<file path="config.mk">
export PLATFORM = sky130hd
export DESIGN_NAME = spike_residue_array
export DESIGN_NICKNAME = d
export VERILOG_FILES = /design/src/rtl/snn_pkg.sv /design/src/rtl/spike_residue_lane.sv /design/src/rtl/spike_residue_array.sv
export SDC_FILE = /design/constraint.sdc
export NUM_CORES = 1
export LEC_CHECK = 0
export ABC_AREA = 1
export BUFFER_PORTS_ARGS = -buffer_cell sky130_fd_sc_hd__buf_2
export CAP_MARGIN = 30
export CELL_PAD_IN_SITES_DETAIL_PLACEMENT = 2
export CELL_PAD_IN_SITES_GLOBAL_PLACEMENT = 2
export CORE_MARGIN = 5
export CORE_UTILIZATION = 34
export DETAILED_ROUTE_END_ITERATION = 7
export HOLD_SLACK_MARGIN = 0.15
export PLACE_DENSITY = 0.9
export SLEW_MARGIN = 25
export SYNTH_ARGS = -nofsm -noshare
export SYNTH_HDL_FRONTEND = slang
export SYNTH_SLANG_ARGS = --single-unit
</file>
<file path="constraint.sdc">
create_clock -name clk -period 6.26 [get_ports clk]
set_input_delay 0.313 -clock clk [delete_from_list [all_inputs] [get_ports clk]]
set_output_delay 0.313 -clock clk [all_outputs]
set_load 0.1 [all_outputs]
</file>
<file path="src/rtl/snn_pkg.sv">
// Shared types and helpers for the spiking-neuron datapath blocks.
package snn_pkg;

   typedef enum logic [1:0] {
      ACCUM = 2'd0,
      FIRE  = 2'd1,
      OUT   = 2'd2
   } state_t;

   localparam int RESET_SUBTRACT = 0;
   localparam int RESET_ZERO     = 1;

   // Unsigned add clamped to 2^w-1. Operands are zero-extended to 32 bits;
   // the extra sum bit stands in for the WIDTH+1 adder carry.
   function automatic logic [31:0] sat_add(input logic [31:0] a,
                                           input logic [31:0] b,
                                           input int unsigned w);
      logic [32:0] sum;
      logic [32:0] lim;
      sum = {1'b0, a} + {1'b0, b};
      lim = (33'd1 << w) - 33'd1;
      return (sum > lim) ? lim[31:0] : sum[31:0];
   endfunction

endpackage

</file>
<file path="src/rtl/spike_residue_lane.sv">
// One neuron channel: membrane register with saturating accumulate, clear,
// and threshold/post-spike reset. Registers its own spike/residue result.
// Optional leak of non-spiking membranes: SPIKE_RESIDUE_LEAK_EN.
module spike_residue_lane
   import snn_pkg::*;
#(
   parameter int WIDTH      = 8,
   parameter int THRESHOLD  = 64,
`ifdef SPIKE_RESIDUE_LEAK_EN
   parameter int LEAK_SHIFT = 3,
`endif
   parameter int RESET_MODE = 0
) (
   input  logic             clk,
   input  logic             rst,
   input  logic             acc,
   input  logic             clr,
   input  logic             fire,
   input  logic [WIDTH-1:0] din,
   output logic             spike,
   output logic [WIDTH-1:0] residue
);

   localparam logic [WIDTH-1:0] THR = WIDTH'(THRESHOLD);

   logic [WIDTH-1:0] mem_q, mem_d, base, res_d;
   logic             spike_d;

   // Next membrane: fire has priority (acc/clr are never set outside ACCUM);
   // a clear zeroes the base before a same-cycle beat is added.
   always_comb begin
      base    = clr ? '0 : mem_q;
      mem_d   = mem_q;
      spike_d = spike;
      res_d   = residue;
      if (fire) begin
         if (mem_q > THR) begin
            spike_d = 1'b1;
            mem_d   = (RESET_MODE == RESET_ZERO) ? '0 : mem_q - THR;
         end else begin
            spike_d = 1'b0;
`ifdef SPIKE_RESIDUE_LEAK_EN
            mem_d   = mem_q - (mem_q >> LEAK_SHIFT);
`endif
         end
         res_d = mem_d;
      end else if (acc) begin
         mem_d = WIDTH'(sat_add(32'(base), 32'(din), WIDTH));
      end else if (clr) begin
         mem_d = '0;
      end
   end

   // Membrane and result registers.
   always_ff @(posedge clk or posedge rst) begin
      if (rst) begin
         mem_q   <= '0;
         spike   <= 1'b0;
         residue <= '0;
      end else begin
         mem_q   <= mem_d;
         spike   <= spike_d;
         residue <= res_d;
      end
   end

endmodule

</file>
<file path="src/rtl/spike_residue_array.sv">
// Multi-channel spike/residue stage: accumulates partial-sum beats for one
// timestep, then thresholds all channels at once and hands the spike and
// residue vectors downstream over valid/ready.
// Optional leak of non-spiking membranes: SPIKE_RESIDUE_LEAK_EN.
//
// state | meaning
// ACCUM | accepting beats; clear honoured here only
// FIRE  | one cycle: threshold every lane, register results
// OUT   | result valid, held until out_ready
module spike_residue_array
   import snn_pkg::*;
#(
   parameter int NUM_CH     = 4,
   parameter int WIDTH      = 8,
   parameter int THRESHOLD  = 64,
   parameter int RESET_MODE = 0,
   parameter int LEAK_SHIFT = 3
) (
   input  logic                    clk,
   input  logic                    rst,
   input  logic                    in_valid,
   output logic                    in_ready,
   input  logic [NUM_CH*WIDTH-1:0] in_data,
   input  logic                    in_last,
   input  logic                    clear,
   output logic                    out_valid,
   input  logic                    out_ready,
   output logic [NUM_CH-1:0]       out_spike,
   output logic [NUM_CH*WIDTH-1:0] out_residue
);

   if (LEAK_SHIFT < 0 || LEAK_SHIFT >= WIDTH) begin : g_bad_leak_shift
      $error("LEAK_SHIFT must lie in [0, WIDTH-1]");
   end

   state_t state_q, state_d;
   logic   acc, clr, fire;

   // State register.
   always_ff @(posedge clk or posedge rst) begin
      if (rst) state_q <= ACCUM;
      else     state_q <= state_d;
   end

   // Next state and handshake outputs; out_valid is decoded from state so an
   // async reset drops it immediately.
   always_comb begin
      state_d   = state_q;
      in_ready  = 1'b0;
      out_valid = 1'b0;
      case (state_q)
         ACCUM: begin
            in_ready = 1'b1;
            if (in_valid && in_last) state_d = FIRE;
         end
         FIRE:  state_d = OUT;
         OUT: begin
            out_valid = 1'b1;
            if (out_ready) state_d = ACCUM;
         end
         default: state_d = ACCUM;
      endcase
   end

   assign acc  = in_valid & in_ready;
   assign clr  = clear & in_ready;
   assign fire = (state_q == FIRE);

   for (genvar c = 0; c < NUM_CH; c++) begin : g_lane
      spike_residue_lane #(
         .WIDTH      (WIDTH),
         .THRESHOLD  (THRESHOLD),
`ifdef SPIKE_RESIDUE_LEAK_EN
         .LEAK_SHIFT (LEAK_SHIFT),
`endif
         .RESET_MODE (RESET_MODE)
      ) u_lane (
         .clk     (clk),
         .rst     (rst),
         .acc     (acc),
         .clr     (clr),
         .fire    (fire),
         .din     (in_data[c*WIDTH +: WIDTH]),
         .spike   (out_spike[c]),
         .residue (out_residue[c*WIDTH +: WIDTH])
      );
   end

endmodule

</file>
==> metrics.yaml, run 1 <==
logic_synthesis:
  synth-xor-area-share: 0.03084
  synth_commonest_cells: "nand2_1, inv_1, dfrtp_1"
  yosysWarnings: 0
  syn_nets: 693
  synth_top_flop_cell: "dfrtp_1"
  synth.distinct_cells: 27
  synth_top_area_cell: "dfrtp_1"
  synth.mux.area_fraction: 0
  synth_area_um2: 4544
  ys_async_sr_fraction: 1.000
  ys_seq_area_frac: 0.3855
  yosys.area_share.adder: 0.07269
  yosysMostFrequentCell: "nand2_1"
  synth_top_family_by_area: "simple AND/OR/NAND/NOR gates"
  yosysTopAreaCellShare: 0.3855
  synth-compound-area-share: 0.09802
  syn_area_per_cell_um2: 7.202
  synth_seq_cells: 70
  synthCells: 631
  yosys-top-cells-area: "dfrtp_1, nand2_1, inv_1"
  synthSimpleGateAreaFrac: 0.3166
  synth_enable_flop_cells: 0
placed_design:
  dp_hpwl_um: 12650
  io_buffers: 75
  postPlaceCellArea_um2: 5065
  gp_congestion: 0.7890
cts:
  numCtsBuffers: 9
  cts_root_buffer: "clkbuf_16"
  clk_latency_ns: 0.36
  clk_pin_slew_ns: 0.07
  cts_sinks: 70
  cts_tree: "yes"
  cts_hold_buf: 0
  clockBufferDepth: 2
  htreeDepth: 3
  post_cts_resized: 0
  post_cts_buffers: 0
cells_and_area:
  drive_gt1_frac: 0.1714
  fin_area_um2: 5418
  nFillCells: 1541
  nets: 763
  syn_to_final_growth_pct: 19.22
critical_path:
  crit_type: "flop to flop"
  start_kind: "flop"
  worstRegToRegCells: 13
  setup.worst_path.end_class: "flop"
  r2r-end: "g_lane[2].u_lane.mem_q[6]"
  critPathRequiredTime_ns: 6.47
  path_max_fanout: 28
  timing.rr.start: "state_q[1]"
  crit_start: "state_q[1]"
  regToRegSetupSlack_ns: 2.55
  arrival_ns: 3.93
sta:
  hold_slack_ns: 0.1541
  slew_viol_final: 0
  setup_violations: 0
  fin_crit_sh: 0.5934
  skew_ns: 0.01075
  max_freq_mhz: 269.2
  post-route-min-period_ns: 3.715
  tns_ns: 0
  rsz0062_at_grt: "false"
  slew_headroom: 0.4113
  hold_viol: 0
  tightest_slew_ns: 0.8809
routing:
  first_iter_violations: 217
  drt_pass1_iterations: 5
  drc_errors: 0
  routed-via-count: 4683
  vias_per_cell: 5.304
  ant_nets: 0
  wl_per_cell_um: 22.66
  routed_wl_um: 20010
global_route:
  grt_pass1_wl_um: 31600
  overflow: 0
  gr-usage-all-layers: 0.2575
  antenna_found_initial: 1
  grt_pass1_vias: 5551
  grt_max_degree: 71
power:
  p_leak_uw: 0.003135
  p_total_uw: 3579
  peakVddDrop_mv: 0.2333
  p_per_area_nw_per_um2: 660.6
floorplanning:
  ios: 76
  dieArea_um2: 15780
  die_w_um: 125.6
  rows: 42
  start_util: 0.3445
  coreArea_um2: 13190
  die_h_um: 125.6
hold_path:
  hp-class: "input port to asynchronous set/reset pin"
outcome:
  outcome: "completed"
run:
  cap_viol_max_count: 0
how the worst max path moves through the flow:
stage	cells past startpoint	slack (ns)	endpoint
after floorplan	16	3.14	g_lane[0].u_lane.mem_q[6]
after global routing	15	2.32	g_lane[3].u_lane.mem_q[7]
after detailed placement	11	2.82	g_lane[3].u_lane.mem_q[7]
after CTS	13	2.62	g_lane[0].u_lane.mem_q[5]
final	13	2.55	g_lane[2].u_lane.mem_q[6]
after global placement	15	3.05	g_lane[2].u_lane.mem_q[7]
layout make-up:
type / instances / area [µm²] / share of cell area
Tap cell: 176 / 220.2 / 0.04065
Clock buffer: 9 / 225.2 / 0.04157
Clock inverter: 7 / 121.4 / 0.02240
Multi-Input combinational cell: 452 / 2357 / 0.4351
Inverter: 90 / 337.8 / 0.06236
Sequential cell: 70 / 1752 / 0.3233
Antenna cell: 1 / 2.502 / 0.0004619
Timing Repair Buffer: 78 / 401.6 / 0.07413
flip-flops by register name, summed over array words and instances (netlist names):
register               flops
g_lane.u_lane.spike        4
g_lane.u_lane.mem_q       32
g_lane.u_lane.residue     32
state_q                    2
per-layer routing:
layer  wire, µm  track usage  vias up
met2      10360       0.4676      136
met5          0            0        -
li1           -            -     2099
met3        693      0.03599       47
met1       8310       0.3018     2401
met4        651       0.1122        0
stage by stage:
step / std cells / util / setup WS [ns]
after floorplan: 631 / - / 3.144
after global placement: 866 / 0.3840 / 3.053
after detailed placement: 866 / 0.3840 / 2.822
after CTS: 882 / 0.4103 / 2.616
after global routing: 883 / 0.4107 / 2.320
final: 883 / 0.4107 / 2.545
critical path, stage by stage (launching register included):
cell,delay [ns]
dfrtp_1,0.47
nor2_4,0.09
nand2_4,0.33
clkinv_1,0.81
nor2_1,0.45
ha_1,0.31
inv_1,0.11
nor2_1,0.08
nand2_1,0.11
nand3_2,0.13
a21oi_4,0.28
nand2_1,0.12
nand2_1,0.12
nand2_1,0.14
layout by cell type, fill, tap and decap left out, types with 3 or more instances in the layout:
cell       instances
bufinv_16          3
xor2_1            11
nand2_1          232
buf_2             75
nor2_1            53
inv_1             85
nand3b_1           9
a21oi_1           25
a21oi_4            4
xnor2_1            5
clkbuf_16          9
nand4_1            4
nand3_2           14
dfrtp_1           70
nor4_1             6
nand3_1           12
inv_2              4
ha_1              20
o21ai_0           42
o21bai_1           4
fa_1               4
report_power, final:
part	internal [µW]	switching [µW]	total (µW)
clock network	392	241	633
registers	656	202	857
logic	411	1680	2090
total	1460	2120	3580
kinds of logic after synthesis:
group,after synthesis
compound gates,77
fa+ha+maj,24
flops,70
buf+inv,109
xor+xnor,16
simple gates,335
Note: power is estimated with default switching activity, not from simulation.
==> run 2: changes to the inputs <==
--- a/config.mk
+++ b/config.mk
@@ -11,10 +11,10 @@
 export CELL_PAD_IN_SITES_DETAIL_PLACEMENT = 2
 export CELL_PAD_IN_SITES_GLOBAL_PLACEMENT = 2
 export CORE_MARGIN = 5
-export CORE_UTILIZATION = 34
+export CORE_UTILIZATION = 32
 export DETAILED_ROUTE_END_ITERATION = 7
 export HOLD_SLACK_MARGIN = 0.15
-export PLACE_DENSITY = 0.9
+export PLACE_DENSITY = 0.86
 export SLEW_MARGIN = 25
 export SYNTH_ARGS = -nofsm -noshare
 export SYNTH_HDL_FRONTEND = slang
==> constraint.sdc (replaced) <==
create_clock -name clk -period 3.5 [get_ports clk]
set_input_delay 0.175 -clock clk [delete_from_list [all_inputs] [get_ports clk]]
set_output_delay 0.175 -clock clk [all_outputs]
set_load 0.1 [all_outputs]
==> metrics.yaml, run 2 (same netlist as run 1, synthesis figures left out) <==
power:
  power.combinational.fraction: 0.588
  swShare: 0.5733
  p_leak_uw: 0.003158
  peakVddDrop_mv: 0.9606
  p_sw_uw: 3434
  p_per_area_nw_per_um2: 1098
  internal-power_uw: 2556
  clkPwrFrac: 0.164
  seqPwrFrac: 0.248
global_route:
  grt_max_degree: 53
  overflow: 0
  grt_pass1_vias: 5119
  antenna_found_initial: 0
  gr-usage-all-layers: 0.1928
  grt_pass1_wl_um: 25350
cells_and_area:
  layout.cells.most_common_list: "nand2_1, inv_1, buf_2"
  final_cells: 894
  drive_gt1_frac: 0.1737
  reg_top3: "g_lane.u_lane.mem_q x32, g_lane.u_lane.residue x32, g_lane.u_lane.spike x4"
  diodes: 0
  syn_to_final_growth_pct: 20.02
  nFillCells: 1655
  layout_commonest_cell: "nand2_1"
  nets: 771
sta:
  hold_viol: 0
  post-route-min-period_ns: 3.088
  slew_headroom: 0.5225
  tightest_slew_ns: 0.7155
  setup_violations: 0
  max_freq_mhz: 323.8
  skew_ns: 0.006301
  tns_ns: 0
  rsz0062_at_grt: "false"
  fin_crit_sh: 0.8824
  slew_viol_final: 0
critical_path:
  timing.critical_path.mode_cell: "nand2_1"
  start_kind: "flop"
  cp_num_cells: 14
  setup.worst_path.end_class: "flop"
  critPathTopFamily: "buffers and inverters"
  critPathRequiredTime_ns: 3.70
  crit_path_max_incr_delay_ns: 0.54
  path_max_fanout: 21
  crit_type: "flop to flop"
  worstRegToRegCells: 14
  critical_path.cell_chain: "nor2_4, nand2_4, clkinv_1, buf_4, nor2_1, ha_1, inv_1, nor2_1, nand3_1, nand3_2, a21oi_4, nand2_1, nand2_1, nand2_1"
  slowest_stage: "clkinv_1"
  worst-path-buf-inv: 3
  arrival_ns: 3.29
cts:
  clk_latency_ns: 0.33
  clockBufferDepth: 2
  clk_pin_slew_ns: 0.06
  cts_root_buffer: "clkbuf_16"
  numCtsBuffers: 9
  post_cts_resized: 0
  htreeDepth: 3
  cts_sinks: 70
  cts_tree: "yes"
placed_design:
  io_buffers: 75
  place_inst: 875
  dp_hpwl_um: 11940
  gp_congestion: 0.8126
hold_path:
  hp-class: "input port to flop"
  min_path_cells: 4
floorplanning:
  dieArea_um2: 16680
  start_util: 0.3274
  die_w_um: 129.2
  coreArea_um2: 13880
  rows: 43
  ios: 76
  die_h_um: 129.2
routing:
  routed-via-count: 4409
  wl_per_cell_um: 17.35
  vias_per_cell: 4.932
  routed_wl_um: 15510
  first_iter_violations: 103
  drc_errors: 0
  drt_pass1_iterations: 4
  ant_nets: 0
run:
  cap_viol_max_count: 0
outcome:
  outcome: "completed"
-- run 2: cell count changes in the layout (fill, tap and decap cells not counted) --
| cell | before | now |
|---|---|---|
| clkinv_2 | 1 | 2 |
| clkbuf_8 | 0 | 1 |
| diode_2 | 1 | 0 |
| inv_6 | 1 | 0 |
| dlygate4sd3_1 | 0 | 3 |
| clkinv_4 | 2 | 0 |
| clkbuf_1 | 0 | 2 |
| buf_6 | 1 | 0 |
| bufinv_16 | 3 | 2 |
| buf_4 | 2 | 8 |
-- run 2: timing repair --
item                                    in CTS  in global routing
hold buffers                                 3                  0
endpoints found under the setup margin       0                  0
endpoints found under the hold margin       20                  0
buffers inserted                             0                  0
-- run 2: layout make-up --
| class | count | area [µm²] | area share |
|---|---|---|---|
| clock buffer | 12 | 246.5 | 0.04519 |
| inverter | 90 | 337.8 | 0.06194 |
| timing repair buffer | 86 | 465.4 | 0.08534 |
| tap | 180 | 225.2 | 0.04129 |
| sequential | 70 | 1752 | 0.3212 |
| clock inverter | 4 | 70.07 | 0.01285 |
| multi-input combinational | 452 | 2357 | 0.4322 |
-- run 2: routing by layer --
| layer | track usage | part of all wire | vias up |
|---|---|---|---|
| met3 | 0.03339 | 0.031 | 17 |
| met1 | 0.2166 | 0.42 | 2205 |
| met4 | 0.04694 | 0.016 | 0 |
| met5 | 0 | 0 | - |
| met2 | 0.3744 | 0.54 | 76 |
| li1 | - | - | 2111 |
-- run 2: tightest hold or removal path, stage by stage --
cell     delay (ns)
buf_2          0.09
ha_1           0.13
o21ai_0        0.10
inv_1          0.06
-- run 2: per-stage QoR --
step | cell area (µm²) | util | hold WS [ns] | power, µW | setup WS, ns
floorplan | 4544 | - | 0.2812 | 4219 | 0.3842
global placement | 5107 | 0.3679 | 0.1832 | 4808 | 0.8513
detailed placement | 5107 | 0.3679 | 0.1938 | 5012 | 0.4478
CTS | 5454 | 0.3929 | 0.2767 | 6056 | 0.3991
global route | 5454 | 0.3929 | 0.3006 | 6370 | 0.1486
finish | 5454 | 0.3929 | 0.2731 | 5990 | 0.4117
-- run 2: path summary, 6_finish.rpt --
| check | from | endpoint | slack (ns) |
|---|---|---|---|
| worst max register to register | state_q[1] | g_lane[1].u_lane.mem_q[6] | 0.41 |
| worst min register to register | g_lane[3].u_lane.residue[2] | g_lane[3].u_lane.residue[2] | 0.47 |
| min in group asynchronous | rst | g_lane[3].u_lane.mem_q[2] | 0.39 |
| worst max-delay path | state_q[1] | g_lane[1].u_lane.mem_q[6] | 0.41 |
| max in group asynchronous | rst | g_lane[0].u_lane.mem_q[5] | 2.08 |
| worst min-delay path | in_data[0] | g_lane[0].u_lane.mem_q[0] | 0.27 |
-- run 2: power groups by stage --
stage	clock (µW)	combinational (µW)	sequential, µW
2_1_floorplan	0	1520	2700
6_report	982	3520	1480
3_5_place_dp	0	3520	1490
5_1_grt	1040	3800	1530
3_3_place_gp	0	3340	1460
4_1_cts	999	3570	1490
==> run 3: changes to the inputs <==
--- a/config.mk
+++ b/config.mk
@@ -11,11 +11,12 @@
 export CELL_PAD_IN_SITES_DETAIL_PLACEMENT = 2
 export CELL_PAD_IN_SITES_GLOBAL_PLACEMENT = 2
 export CORE_MARGIN = 5
-export CORE_UTILIZATION = 32
+export CORE_UTILIZATION = 33
 export DETAILED_ROUTE_END_ITERATION = 7
 export HOLD_SLACK_MARGIN = 0.15
-export PLACE_DENSITY = 0.86
+export PLACE_DENSITY = 0.87
 export SLEW_MARGIN = 25
 export SYNTH_ARGS = -nofsm -noshare
 export SYNTH_HDL_FRONTEND = slang
+export SYNTH_HIERARCHICAL = 1
 export SYNTH_SLANG_ARGS = --single-unit
==> metrics.yaml, run 3 <==
global_route:
  antenna_found_initial: 0
  gr-usage-all-layers: 0.2167
  grt_max_degree: 31
  grt_pass1_vias: 5746
  grt_pass1_wl_um: 30590
  overflow: 0
hold_path:
  min_path_cells: 4
  hold_start: "out_ready"
  hp-class: "input port to flop"
  hold_path_end: "state_q[1]"
floorplanning:
  die_w_um: 133.0
  ios: 76
  dieArea_um2: 17690
  die_h_um: 133.0
  rows: 45
  start_util: 0.3321
  coreArea_um2: 15030
logic_synthesis:
  yosysTopAreaCellShare: 0.3509
  synthSimpleGateAreaFrac: 0.4306
  synth.distinct_cells: 24
  yosysMostFrequentCell: "nand2_1"
  synth_seq_cells: 70
  synth_top_area_cell: "dfrtp_1"
  yosys.area_share.adder: 0.06617
  synth-compound-area-share: 0.04812
  syn_nets: 757
  synth_top_family_by_area: "simple AND/OR/NAND/NOR gates"
  yosysWarnings: 6
  synth.mux.area_fraction: 0
  synthCells: 695
  yosys-top-cells-area: "dfrtp_1, nand2_1, inv_1"
  syn_area_per_cell_um2: 7.183
  synth-xor-area-share: 0.02105
  ys_seq_area_frac: 0.3509
  synth_top_flop_cell: "dfrtp_1"
  synth_enable_flop_cells: 0
  synth_commonest_cells: "nand2_1, inv_1, dfrtp_1"
  ys_async_sr_fraction: 1.000
  synth_area_um2: 4992
critical_path:
  critPathRequiredTime_ns: 3.72
  regToRegSetupSlack_ns: 0.62
  timing.rr.start: "state_q[0]"
  worstRegToRegCells: 15
  critical_path.cell_chain: "nor2_4, inv_2, nor2_2, buf_4, nor2_1, ha_1, fa_1, nand3_1, nand2_2, nand2_4, nor2_8, nor2_8, nand3_2, nand2_1, nand2_1"
  setup.worst_path.end_class: "flop"
  start_kind: "flop"
  r2r-end: "g_lane[1].u_lane/mem_q[6]"
  crit_type: "flop to flop"
  crit_path_max_incr_delay_ns: 0.44
  slowest_stage: "dfrtp_1"
  arrival_ns: 3.10
  path_max_fanout: 12
sta:
  setup_slack_ns: 0.6232
  slew_viol_final: 0
  tightest_slew_ns: 0.7606
  max_freq_mhz: 347.6
  skew_ns: 0.009000
  rsz0062_at_grt: "false"
  post-route-min-period_ns: 2.877
  tns_ns: 0
  slew_headroom: 0.4923
  setup_violations: 0
  fin_crit_sh: 0.8219
  hold_viol: 0
cells_and_area:
  nets: 843
  seqCellArea_um2: 1752
  syn_to_final_growth_pct: 19.62
  nFillCells: 1801
  final_core_util: 0.3973
  layout.cells.most_common_list: "nand2_1, inv_1, buf_2"
  layout_commonest_cell: "nand2_1"
  reg_top3: "g_lane.u_lane/mem_q x32, g_lane.u_lane/residue x32, g_lane.u_lane/spike x4"
  multi_input_area_um2: 2835
  drive_gt1_frac: 0.2239
  diodes: 0
  final_cells: 974
routing:
  routed_wl_um: 18110
  wl_per_cell_um: 18.59
  ant_nets: 0
  routed-via-count: 4864
  first_iter_violations: 187
  vias_per_cell: 4.994
  drc_errors: 0
  drt_pass1_iterations: 4
placed_design:
  dp_hpwl_um: 13540
  place_inst: 956
  gp_congestion: 0.8439
  io_buffers: 75
  post-place-ws_ns: 0.6560
cts:
  cts_tree: "yes"
  numCtsBuffers: 9
  clk_latency_ns: 0.35
  clockBufferDepth: 2
  cts_root_buffer: "clkbuf_16"
  cts_sinks: 70
  clk_pin_slew_ns: 0.06
  htreeDepth: 3
  post_cts_resized: 0
  post_cts_buffers: 0
outcome:
  outcome: "completed"
power:
  p_total_uw: 6319
  p_per_area_nw_per_um2: 1058
  p_leak_uw: 0.003480
  peakVddDrop_mv: 0.6244
run:
  cap_viol_max_count: 0
[run 3: changes by cell type in the layout (fill, tap and decap cells not counted), moves of 5 or more]
cell / before / now
nand2_4: 1 / 8
inv_1: 85 / 90
nand2_2: 2 / 28
xnor2_1: 5 / 0
o21ai_1: 0 / 8
a21oi_1: 25 / 20
nand3_2: 14 / 20
nand2_1: 232 / 247
nand3_1: 12 / 41
nor2_8: 0 / 8
o21ai_0: 42 / 20
nand3b_1: 9 / 4
nor3_1: 0 / 8
[run 3: kinds of logic (layout without fill, tap and decap cells)]
kind of cell	Yosys count	in the layout
AND/OR/NAND/NOR	433	433
flip-flops	70	70
XOR/XNOR	12	12
AO/OA/AOI/OAI	48	48
adder cells (fa/ha/maj)	24	24
buffers and inverters	108	199
[run 3: per-layer routing]
layer,GRT usage,part of all wire,routed length [µm],vias up
met1,0.2474,0.41,7499,2405
met5,0,0,0,-
li1,-,-,-,2340
met3,0.03726,0.030,551,31
met4,0.07737,0.027,497,0
met2,0.4032,0.53,9559,88
[run 3: worst max path at each step]
stage | startpoint | cells after the start | slack (ns) | end
after CTS | state_q[0] | 15 | 0.59 | g_lane[1].u_lane/mem_q[6]
after detailed placement | state_q[0] | 15 | 0.66 | g_lane[0].u_lane/mem_q[5]
after floorplan | state_q[0] | 14 | 0.29 | g_lane[0].u_lane/mem_q[5]
after global placement | state_q[0] | 15 | 0.88 | g_lane[1].u_lane/mem_q[7]
after global routing | state_q[0] | 15 | 0.43 | g_lane[0].u_lane/mem_q[5]
final | state_q[0] | 15 | 0.62 | g_lane[1].u_lane/mem_q[6]
[run 3: layout make-up]
| type | instances | share of cell area |
|---|---|---|
| multi-input cells | 517 | 0.4748 |
| flip-flops and latches | 70 | 0.2933 |
| repair buffers | 83 | 0.07375 |
| inverters | 100 | 0.06453 |
| well taps | 188 | 0.03939 |
| clock buffers | 10 | 0.03834 |
| clock inverters | 6 | 0.01592 |
[run 3: timing repair]
item | 4_1_cts | 5_1_grt
endpoints found under the setup margin | 0 | 0
hold buffers | 2 | 0
endpoints found under the hold margin | 71 | 0
[run 3: critical path, delay by kind of cell (launching register included)]
| family | cells | cell delay [ns] |
|---|---|---|
| flops | 1 | 0.44 |
| simple gates | 11 | 1.31 |
| fa+ha+maj | 2 | 0.63 |
| buf+inv | 2 | 0.38 |
[run 3: where the power goes]
part	internal [µW]	total (µW)	switching, µW
Combinational	801	3750	2950
Clock	631	1020	390
Sequential	1180	1550	371
[run 3: through the flow]
stage               cell area [µm²]  hold slack [ns]
CTS                            5972           0.1586
global route                   5972           0.1792
global placement               5628          0.09688
floorplan                      5000         -0.08382
detailed placement             5628           0.1118
finish                         5972           0.1636
